File: src/rtl/serial_tx_pkg.sv
// Shared types for the serial word transmitter.
//   tx_state_t : frame FSM states (IDLE, CLEAR, SHIFT, GAP)
package serial_tx_pkg;

   typedef enum logic [1:0] {
      IDLE  = 2'd0,
      CLEAR = 2'd1,
      SHIFT = 2'd2,
      GAP   = 2'd3
   } tx_state_t;

endpackage

File: src/rtl/serial_word_tx_if.sv
// Bundle of the word handshake and the serial/detector-side outputs.
//   in_data/in_valid/in_ready : parallel word handshake (producer -> transmitter)
//   x/bit_valid/last_bit      : serial bit stream, MSB first
//   det_rst_n                 : active-low detector clear, one pulse per frame
//   busy                      : frame in progress
// master = word producer / detector side, slave = transmitter.
interface serial_word_tx_if #(
   parameter int unsigned WIDTH = 8
) ();
   logic [WIDTH-1:0] in_data;
   logic             in_valid;
   logic             in_ready;
   logic             x;
   logic             bit_valid;
   logic             last_bit;
   logic             det_rst_n;
   logic             busy;

   modport master (
      output in_data, in_valid,
      input  in_ready, x, bit_valid, last_bit, det_rst_n, busy
   );

   modport slave (
      input  in_data, in_valid,
      output in_ready, x, bit_valid, last_bit, det_rst_n, busy
   );
endinterface

File: src/rtl/piso_shift_reg.sv
// Parallel-in, serial-out shift register, MSB first.
//   clk, rst   : clock, synchronous active-high reset (clears the register)
//   load_i     : capture d_i (takes priority over shift_en_i)
//   shift_en_i : shift left by one, zero fill
//   d_i        : parallel word
//   msb_o      : current MSB, registered
module piso_shift_reg #(
   parameter int unsigned WIDTH = 8
) (
   input  logic             clk,
   input  logic             rst,
   input  logic             load_i,
   input  logic             shift_en_i,
   input  logic [WIDTH-1:0] d_i,
   output logic             msb_o
);

   logic [WIDTH-1:0] sr_q, sr_d;

   always_comb begin
      sr_d = sr_q;
      if (load_i) begin
         sr_d = d_i;
      end else if (shift_en_i) begin
         sr_d = {sr_q[WIDTH-2:0], 1'b0};
      end
   end

   always_ff @(posedge clk) begin
      if (rst) begin
         sr_q <= '0;
      end else begin
         sr_q <= sr_d;
      end
   end

   assign msb_o = sr_q[WIDTH-1];

endmodule

File: src/rtl/serial_word_tx.sv
// Serial word transmitter: accepts a WIDTH-bit word on a valid/ready handshake,
// pulses the detector clear for one cycle, then shifts the word out MSB first,
// followed by GAP_CYCLES idle cycles.
//   clk    : clock, all logic on posedge
//   rst    : synchronous active-high reset; aborts any frame in progress
//   bus_io : word handshake in, serial bit stream and detector clear out
module serial_word_tx
   import serial_tx_pkg::*;
#(
   parameter int unsigned WIDTH      = 8,
   parameter int unsigned GAP_CYCLES = 1
) (
   input  logic                   clk,
   input  logic                   rst,
   serial_word_tx_if.slave        bus_io
);

   localparam int unsigned     CntW    = $clog2(WIDTH);
   localparam int unsigned     GapW    = (GAP_CYCLES > 1) ? $clog2(GAP_CYCLES) : 1;
   localparam logic [CntW-1:0] BitLast = CntW'(WIDTH - 1);
   localparam logic [GapW-1:0] GapLast = (GAP_CYCLES > 0) ? GapW'(GAP_CYCLES - 1) : '0;

   tx_state_t       state_q, state_d;
   logic [CntW-1:0] bit_cnt_q, bit_cnt_d;
   logic [GapW-1:0] gap_cnt_q, gap_cnt_d;
   logic            load, shift_en, msb;

   piso_shift_reg #(
      .WIDTH (WIDTH)
   ) u_piso (
      .clk        (clk),
      .rst        (rst),
      .load_i     (load),
      .shift_en_i (shift_en),
      .d_i        (bus_io.in_data),
      .msb_o      (msb)
   );

   always_comb begin
      state_d   = state_q;
      bit_cnt_d = bit_cnt_q;
      gap_cnt_d = gap_cnt_q;
      load      = 1'b0;
      shift_en  = 1'b0;
      case (state_q)
         IDLE: begin
            // in_ready is high throughout IDLE, so in_valid alone completes the handshake
            if (bus_io.in_valid) begin
               load    = 1'b1;
               state_d = CLEAR;
            end
         end
         CLEAR: begin
            bit_cnt_d = '0;
            state_d   = SHIFT;
         end
         SHIFT: begin
            shift_en = 1'b1;
            if (bit_cnt_q == BitLast) begin
               bit_cnt_d = '0;
               gap_cnt_d = '0;
               state_d   = (GAP_CYCLES > 0) ? GAP : IDLE;
            end else begin
               bit_cnt_d = bit_cnt_q + 1'b1;
            end
         end
         GAP: begin
            if (gap_cnt_q == GapLast) begin
               gap_cnt_d = '0;
               state_d   = IDLE;
            end else begin
               gap_cnt_d = gap_cnt_q + 1'b1;
            end
         end
         default: state_d = IDLE;
      endcase
   end

   always_ff @(posedge clk) begin
      if (rst) begin
         state_q   <= IDLE;
         bit_cnt_q <= '0;
         gap_cnt_q <= '0;
      end else begin
         state_q   <= state_d;
         bit_cnt_q <= bit_cnt_d;
         gap_cnt_q <= gap_cnt_d;
      end
   end

   // Outputs decode registered state only; rst also holds the detector clear
   // low so the detector is wiped together with an aborted frame.
   always_comb begin
      bus_io.in_ready  = (state_q == IDLE);
      bus_io.bit_valid = (state_q == SHIFT);
      bus_io.x         = (state_q == SHIFT) & msb;
      bus_io.last_bit  = (state_q == SHIFT) && (bit_cnt_q == BitLast);
      bus_io.det_rst_n = ~(rst | (state_q == CLEAR));
      bus_io.busy      = (state_q != IDLE);
   end

endmodule

File: src/flat_wrapper.sv
// flat-port wrapper written by rule: the top's interface ports become plain ports
module serial_word_tx_flat import serial_tx_pkg::*;
#(
   parameter int unsigned WIDTH      = 8,
   parameter int unsigned GAP_CYCLES = 1
)
  (clk, rst, bus_io_in_data, bus_io_in_valid, bus_io_in_ready, bus_io_x, bus_io_bit_valid, bus_io_last_bit, bus_io_det_rst_n, bus_io_busy);
  serial_word_tx_if #(.WIDTH(WIDTH)) bus_io_i ();
  input  logic clk;
  input  logic rst;
  input wire logic [$bits(bus_io_i.in_data)-1:0] bus_io_in_data;
  input wire logic [$bits(bus_io_i.in_valid)-1:0] bus_io_in_valid;
  output wire logic [$bits(bus_io_i.in_ready)-1:0] bus_io_in_ready;
  output wire logic [$bits(bus_io_i.x)-1:0] bus_io_x;
  output wire logic [$bits(bus_io_i.bit_valid)-1:0] bus_io_bit_valid;
  output wire logic [$bits(bus_io_i.last_bit)-1:0] bus_io_last_bit;
  output wire logic [$bits(bus_io_i.det_rst_n)-1:0] bus_io_det_rst_n;
  output wire logic [$bits(bus_io_i.busy)-1:0] bus_io_busy;
  assign bus_io_i.in_data = bus_io_in_data;
  assign bus_io_i.in_valid = bus_io_in_valid;
  assign bus_io_in_ready = bus_io_i.in_ready;
  assign bus_io_x = bus_io_i.x;
  assign bus_io_bit_valid = bus_io_i.bit_valid;
  assign bus_io_last_bit = bus_io_i.last_bit;
  assign bus_io_det_rst_n = bus_io_i.det_rst_n;
  assign bus_io_busy = bus_io_i.busy;
  serial_word_tx #(.WIDTH(WIDTH), .GAP_CYCLES(GAP_CYCLES)) u_core (.clk(clk), .rst(rst), .bus_io(bus_io_i));
endmodule
File: config.mk
export PLATFORM = sky130hd
export DESIGN_NAME = serial_word_tx_flat
export DESIGN_NICKNAME = d
export VERILOG_FILES = /design/src/rtl/serial_tx_pkg.sv /design/src/rtl/serial_word_tx_if.sv /design/src/rtl/piso_shift_reg.sv /design/src/rtl/serial_word_tx.sv /design/src/flat_wrapper.sv
export SDC_FILE = /design/constraint.sdc
export NUM_CORES = 1
export LEC_CHECK = 0
export CORE_MARGIN = 10
export CORE_UTILIZATION = 35
export DETAILED_ROUTE_END_ITERATION = 7
export GPL_TIMING_DRIVEN = 0
export SLEW_MARGIN = 20
export SYNTH_ARGS = -nofsm -noshare
export SYNTH_HDL_FRONTEND = slang
export SYNTH_SLANG_ARGS = --single-unit
export TNS_END_PERCENT = 20
File: constraint.sdc
create_clock -name clk -period 1.45 [get_ports clk]
set_input_delay 0.3625 -clock clk [delete_from_list [all_inputs] [get_ports clk]]
set_output_delay 0.3625 -clock clk [all_outputs]
set_load 0.02 [all_outputs]
* Word-level counts from Yosys, hierarchy flattened
Index checks and enable logic that the tools add are counted.
** Storage, ports and cells
- Bits in latches :: 0
- Bits in writable memories :: 0
- Flip-flop bits (word level) :: 14
- Memories kept :: 0
- Memory bits (read-only) :: 0
** Operators by class
- Add/subtract/negate cells :: 2
- Reduce and logical (&&, ||, !) cells :: 8
- Div/mod/pow operators :: 0
- Multiplexer cells :: 14
- Bitwise operators :: 3
- Magnitude comparators :: 0
- Shift-type cells :: 0
- Multipliers :: 0
- Equal/unequal tests :: 7
** Operators with widths (count)
- 8-bit two-way mux :: 2
- 2-bit one-hot mux with 4 select lines :: 1
- 2-bit nonzero test :: 4
- 2-bit two-way mux :: 3
- 3-bit one-hot mux with 2 select lines :: 1
- 1-bit two-way mux :: 5
- 2-bit == test, second input constant :: 2
- 2-bit != test, second input constant :: 2
- 3-bit by 1-bit adder with 3-bit output, second input constant :: 1
- 3-bit == test, second input constant :: 1
- 3-bit two-way mux :: 1
- 3-bit AND reduction :: 1
- 2-bit by 1-bit == test with 1-bit output, second input constant :: 1
- 2-bit zero test :: 1
- 2-bit by 1-bit != test with 1-bit output, second input constant :: 1
- 1-bit one-hot mux with 2 select lines :: 1
- 2-bit AND reduction :: 1
- 1-bit adder, second input constant :: 1
- 1-bit bitwise AND :: 1
- 1-bit logical AND :: 1
- 1-bit inverter :: 1
- 1-bit bitwise OR :: 1

* Longest topological paths before layout
Gate-level depths: netlist of run 1.
- Depth after elaboration :: 4
- Mapped depth :: 6

* By module
Synthesis of run 1 repeated with hierarchy kept, for this count alone.
** Second synthesis, totals
- Cells, all modules :: 71
- Area total of the unflattened synthesis :: 684.4 µm²
** Modules (own cells, without submodules)
- piso_shift_reg :: area an instance 369.1 µm², sequential area each 160.2 µm², cells each 35, times used 1
- serial_word_tx :: area an instance 315.3 µm², sequential area each 100.1 µm², cells each 36, times used 1

* Worst setup path before layout of run 1
No wires, ideal clock.
- Kind :: reg-to-output
- From :: reg u_core.state_q[0]
- To :: out bus_io_x
- Stages on the path, launching flop included :: 5
- Path slack :: -0.065 ns
- Arrival time :: 1.153 ns
- Cells stage by stage :: dfxtp_1 -> inv_1 -> ha_1 -> buf_6 -> and2_2
** On the way
- Cells in the longest elaborated chain, start to end :: 2
** RTL lines
- from (decl) :: line serial_word_tx.sv:23 : tx_state_t state_q, state_d;
- from (signal assigned) :: line serial_word_tx.sv:85 : state_q <= state_d;
- 2-bit == test
- via bus_io_bit_valid :: line flat_wrapper.sv:15 : output wire logic [$bits(bus_io_i.bit_valid)-1:0] bus_io_bit_valid;
- 1-bit bitwise AND :: line serial_word_tx.sv:96 : bus_io.x = (state_q == SHIFT) & msb;
- to (decl) :: line flat_wrapper.sv:14 : output wire logic [$bits(bus_io_i.x)-1:0] bus_io_x;
The timed path passes the listed nets, and every way through them passes these cells.

* Worst setup path in the final report of run 1
- From :: reg u_core.state_q[0]
- To :: out bus_io_last_bit
** On the way
- Cells in the longest elaborated chain, start to end :: 2
** RTL lines
- 2-bit == test :: line serial_word_tx.sv:97 : bus_io.last_bit = (state_q == SHIFT) && (bit_cnt_q == BitLast);
- 1-bit logical AND :: line serial_word_tx.sv:97
- to (decl) :: line flat_wrapper.sv:16 : output wire logic [$bits(bus_io_i.last_bit)-1:0] bus_io_last_bit;
No other way between the ends.

==> results.yml, run 1 <==
grt:
  grt_pass1_wl_um: 2649
  grtUsageTotal: 0.07956
  grt_pass1_vias: 609
  antenna_found_initial: 0
  grt_remaining_overflow: 0
  grt_max_degree: 11
logic_synthesis:
  synth-seq-area-share: 0.3888
  synth.distinct_cells: 17
  syn-mean-instance-area_um2: 9.297
  yosys_warnings: 0
  ys_ff_latch: 13
  synth.cell_area_um2: 669.4
  synthCells: 72
  synth_nets: 89
clock_tree:
  cts_tree: "yes"
  cts_buffers: 3
  clkSlewWorstSetupHoldPaths_ns: 0.08
  clock-sinks: 13
  clk_path_buf_depth: 2
  cts_root_buf: "clkbuf_4"
  hold_buffers: 0
  clock_latency_ns: 0.27
  cts-htree-levels: 1
critical_path:
  cp.arrival_ns: 1.19
  critPathMaxFanout: 4
  end_kind: "output port"
  crit_required_ns: 1.09
  critPathSlowestCell: "dfxtp_2"
  start_kind: "flop"
  crit_path_max_incr_delay_ns: 0.34
  r2r_cells: 7
  crit_chain: "inv_2 > ha_4 > buf_8 > and2_4 > buf_6"
  critPathKind: "reg2out"
final_layout:
  area_growth_pct: 48.22
  final_layout_size_suffix_gt1_frac: 0.3163
  final_nets: 116
  layout_common_cells: "nor2_1, buf_4, clkdlybuf4s50_1, dfxtp_1, mux2i_1"
  antenna_cells: 0
  fillers: 172
  regArea_um2: 267.8
  design_area_um2: 992.2
  multiInputGateArea_um2: 420.4
timing:
  maxSlewViolCount: 0
  fin_worst_skew_ns: 0.001805
  min_period_over_period: 1.071
  rsz0062_at_grt: "yes"
  fin_crit_ns: 1.554
  tightest_slew_ns: 0.2247
  max_freq_ghz: 0.6437
  slew_headroom: 0.8499
  finalSetupViolations: 8
  finalSetupTns_ns: -0.5190
  setup_slack_ns: -0.1035
  hold_viol: 0
floorplanning:
  fp-row-count: 15
  die_x_um: 63.73
  die_area_um2: 4062
  core_area_um2: 1764
  start_util: 0.3794
  fp.dieH_um: 63.73
  pin_count: 17
detailed_routing:
  firstDrtPassIters: 4
  drt_drc_violations_left: 0
  antenna_left: 0
  drt_wl_total_um: 1564
  drt_iter0_markers: 4
  vias: 570
  vias_per_cell: 4.634
  route.detailed.wl_per_inst_um: 12.72
placement:
  port_buffers: 16
  gp_congestion: 0.7658
  placed_area_um2: 863.3
  dp_hpwl_um: 1098
worst_hold_path:
  worst_hold_path.num_cells: 2
  worst_hold_path_type: "reg2reg"
pwr:
  p_per_area_nw_per_um2: 1507
  power_w: 0.001495
  leakage_nw: 0.3941
  peakVddDrop_v: 0.0008795
outcome:
  status: "finished with violations"
  violations: "negative setup slack"
run:
  drv_cap: 0
[cell usage after synthesis]
cell type	count	area (um2)
dfxtp_1	13	260.3
nor2_1	9	33.78
mux2i_1	8	80.08
a211oi_1	7	52.55
a21oi_1	6	30.03
ha_1	6	75.07
nand2b_1	6	37.54
inv_1	4	15.01
nand3_1	3	15.01
and2_2	2	15.01
nand3b_1	2	15.01
and2b_2	1	8.760
buf_2	1	5.000
buf_6	1	11.26
clkbuf_1	1	3.750
nand2_1	1	3.750
o21a_1	1	7.510
[area by class of cell]
cell class                 count  area share
timing repair buffer          22      0.1967
inverter                       4     0.01513
multi-input combinational     52      0.4237
buffer                         3     0.03657
clock buffer                   4     0.02648
tap                           25     0.03153
sequential                    13      0.2699
[metrics by stage]
step	cells	setup WS, ns	hold WS [ns]	utilization
3_5_place_dp	113	-0.9211	0.4734	0.4894
4_1_cts	123	-0.1202	0.4953	0.5589
6_report	123	-0.1035	0.4929	0.5624
5_1_grt	123	-0.1647	0.5199	0.5624
2_1_floorplan	72	0.03282	0.4353	-
3_3_place_gp	113	-0.9156	0.4619	0.4894
[per-layer routing]
| layer | up-vias | part of all wire | track usage |
|---|---|---|---|
| li1 | 299 | - | - |
| met1 | 255 | 0.47 | 0.08597 |
| met2 | 14 | 0.46 | 0.1319 |
| met3 | 2 | 0.061 | 0.02613 |
| met4 | 0 | 0.0058 | 0.04918 |
| met5 | - | 0 | 0 |
[path summary, 6_finish.rpt]
check | startpoint | to | slack (ns)
hold reg to reg | u_core.bit_cnt_q[1]$_SDFFE_PP0P_ | u_core.bit_cnt_q[1]$_SDFFE_PP0P_ | 0.49
hold / removal | u_core.bit_cnt_q[1]$_SDFFE_PP0P_ | u_core.bit_cnt_q[1]$_SDFFE_PP0P_ | 0.49
setup / recovery | u_core.state_q[0]$_SDFFE_PP0P_ | bus_io_last_bit | -0.10
setup reg to reg | u_core.state_q[0]$_SDFFE_PP0P_ | u_core.u_piso.sr_q[6]$_SDFFE_PP0P_ | -0.07
[what timing repair did]
item,4_1_cts,5_1_grt
endpoints found under the setup margin,8,14
resized for setup,46,3
pin swaps,4,0
setup buffers,6,0
[report_power, final]
group	total [W]	leakage (nW)	switching [W]	internal (W)
Sequential	0.000506	0.109	0.0000547	0.000452
Combinational	0.000766	0.270	0.000387	0.000379
Clock	0.000223	0.0150	0.000117	0.000107
Total	0.00150	0.394	0.000558	0.000937
[flip-flops by register name, summed over array words and instances, names as in the netlist]
signal	cells
u_core.state_q	2
u_core.u_piso.sr_q	8
u_core.bit_cnt_q	3
[critical path: cells and delay by family, from the launching register on]
kind / cells / cell delay [ns]
fa+ha+maj: 1 / 0.16
buf+inv: 3 / 0.29
simple gates: 1 / 0.13
flops: 1 / 0.34
[cells by family (layout without fill, tap and decap cells)]
group	count (synthesis)	after routing	synth area share
AND/OR/NAND/NOR	24	24	0.1925
AO/OA/AOI/OAI	14	14	0.1346
buffers and inverters	7	33	0.05232
flip-flops	13	13	0.3888
multiplexers	8	8	0.1196
adder cells (fa/ha/maj)	6	6	0.1121
(Power assumes the default switching activity.)
==> inputs of run 2 (changes only) <==
--- a/config.mk
+++ b/config.mk
@@ -9,6 +9,7 @@
 export CORE_UTILIZATION = 35
 export DETAILED_ROUTE_END_ITERATION = 7
 export GPL_TIMING_DRIVEN = 0
+export HOLD_SLACK_MARGIN = 0.08
 export SLEW_MARGIN = 20
 export SYNTH_ARGS = -nofsm -noshare
 export SYNTH_HDL_FRONTEND = slang
==> results of run 2 <==
Same layout as run 1: the final DEF is identical, and so are final timing and power.
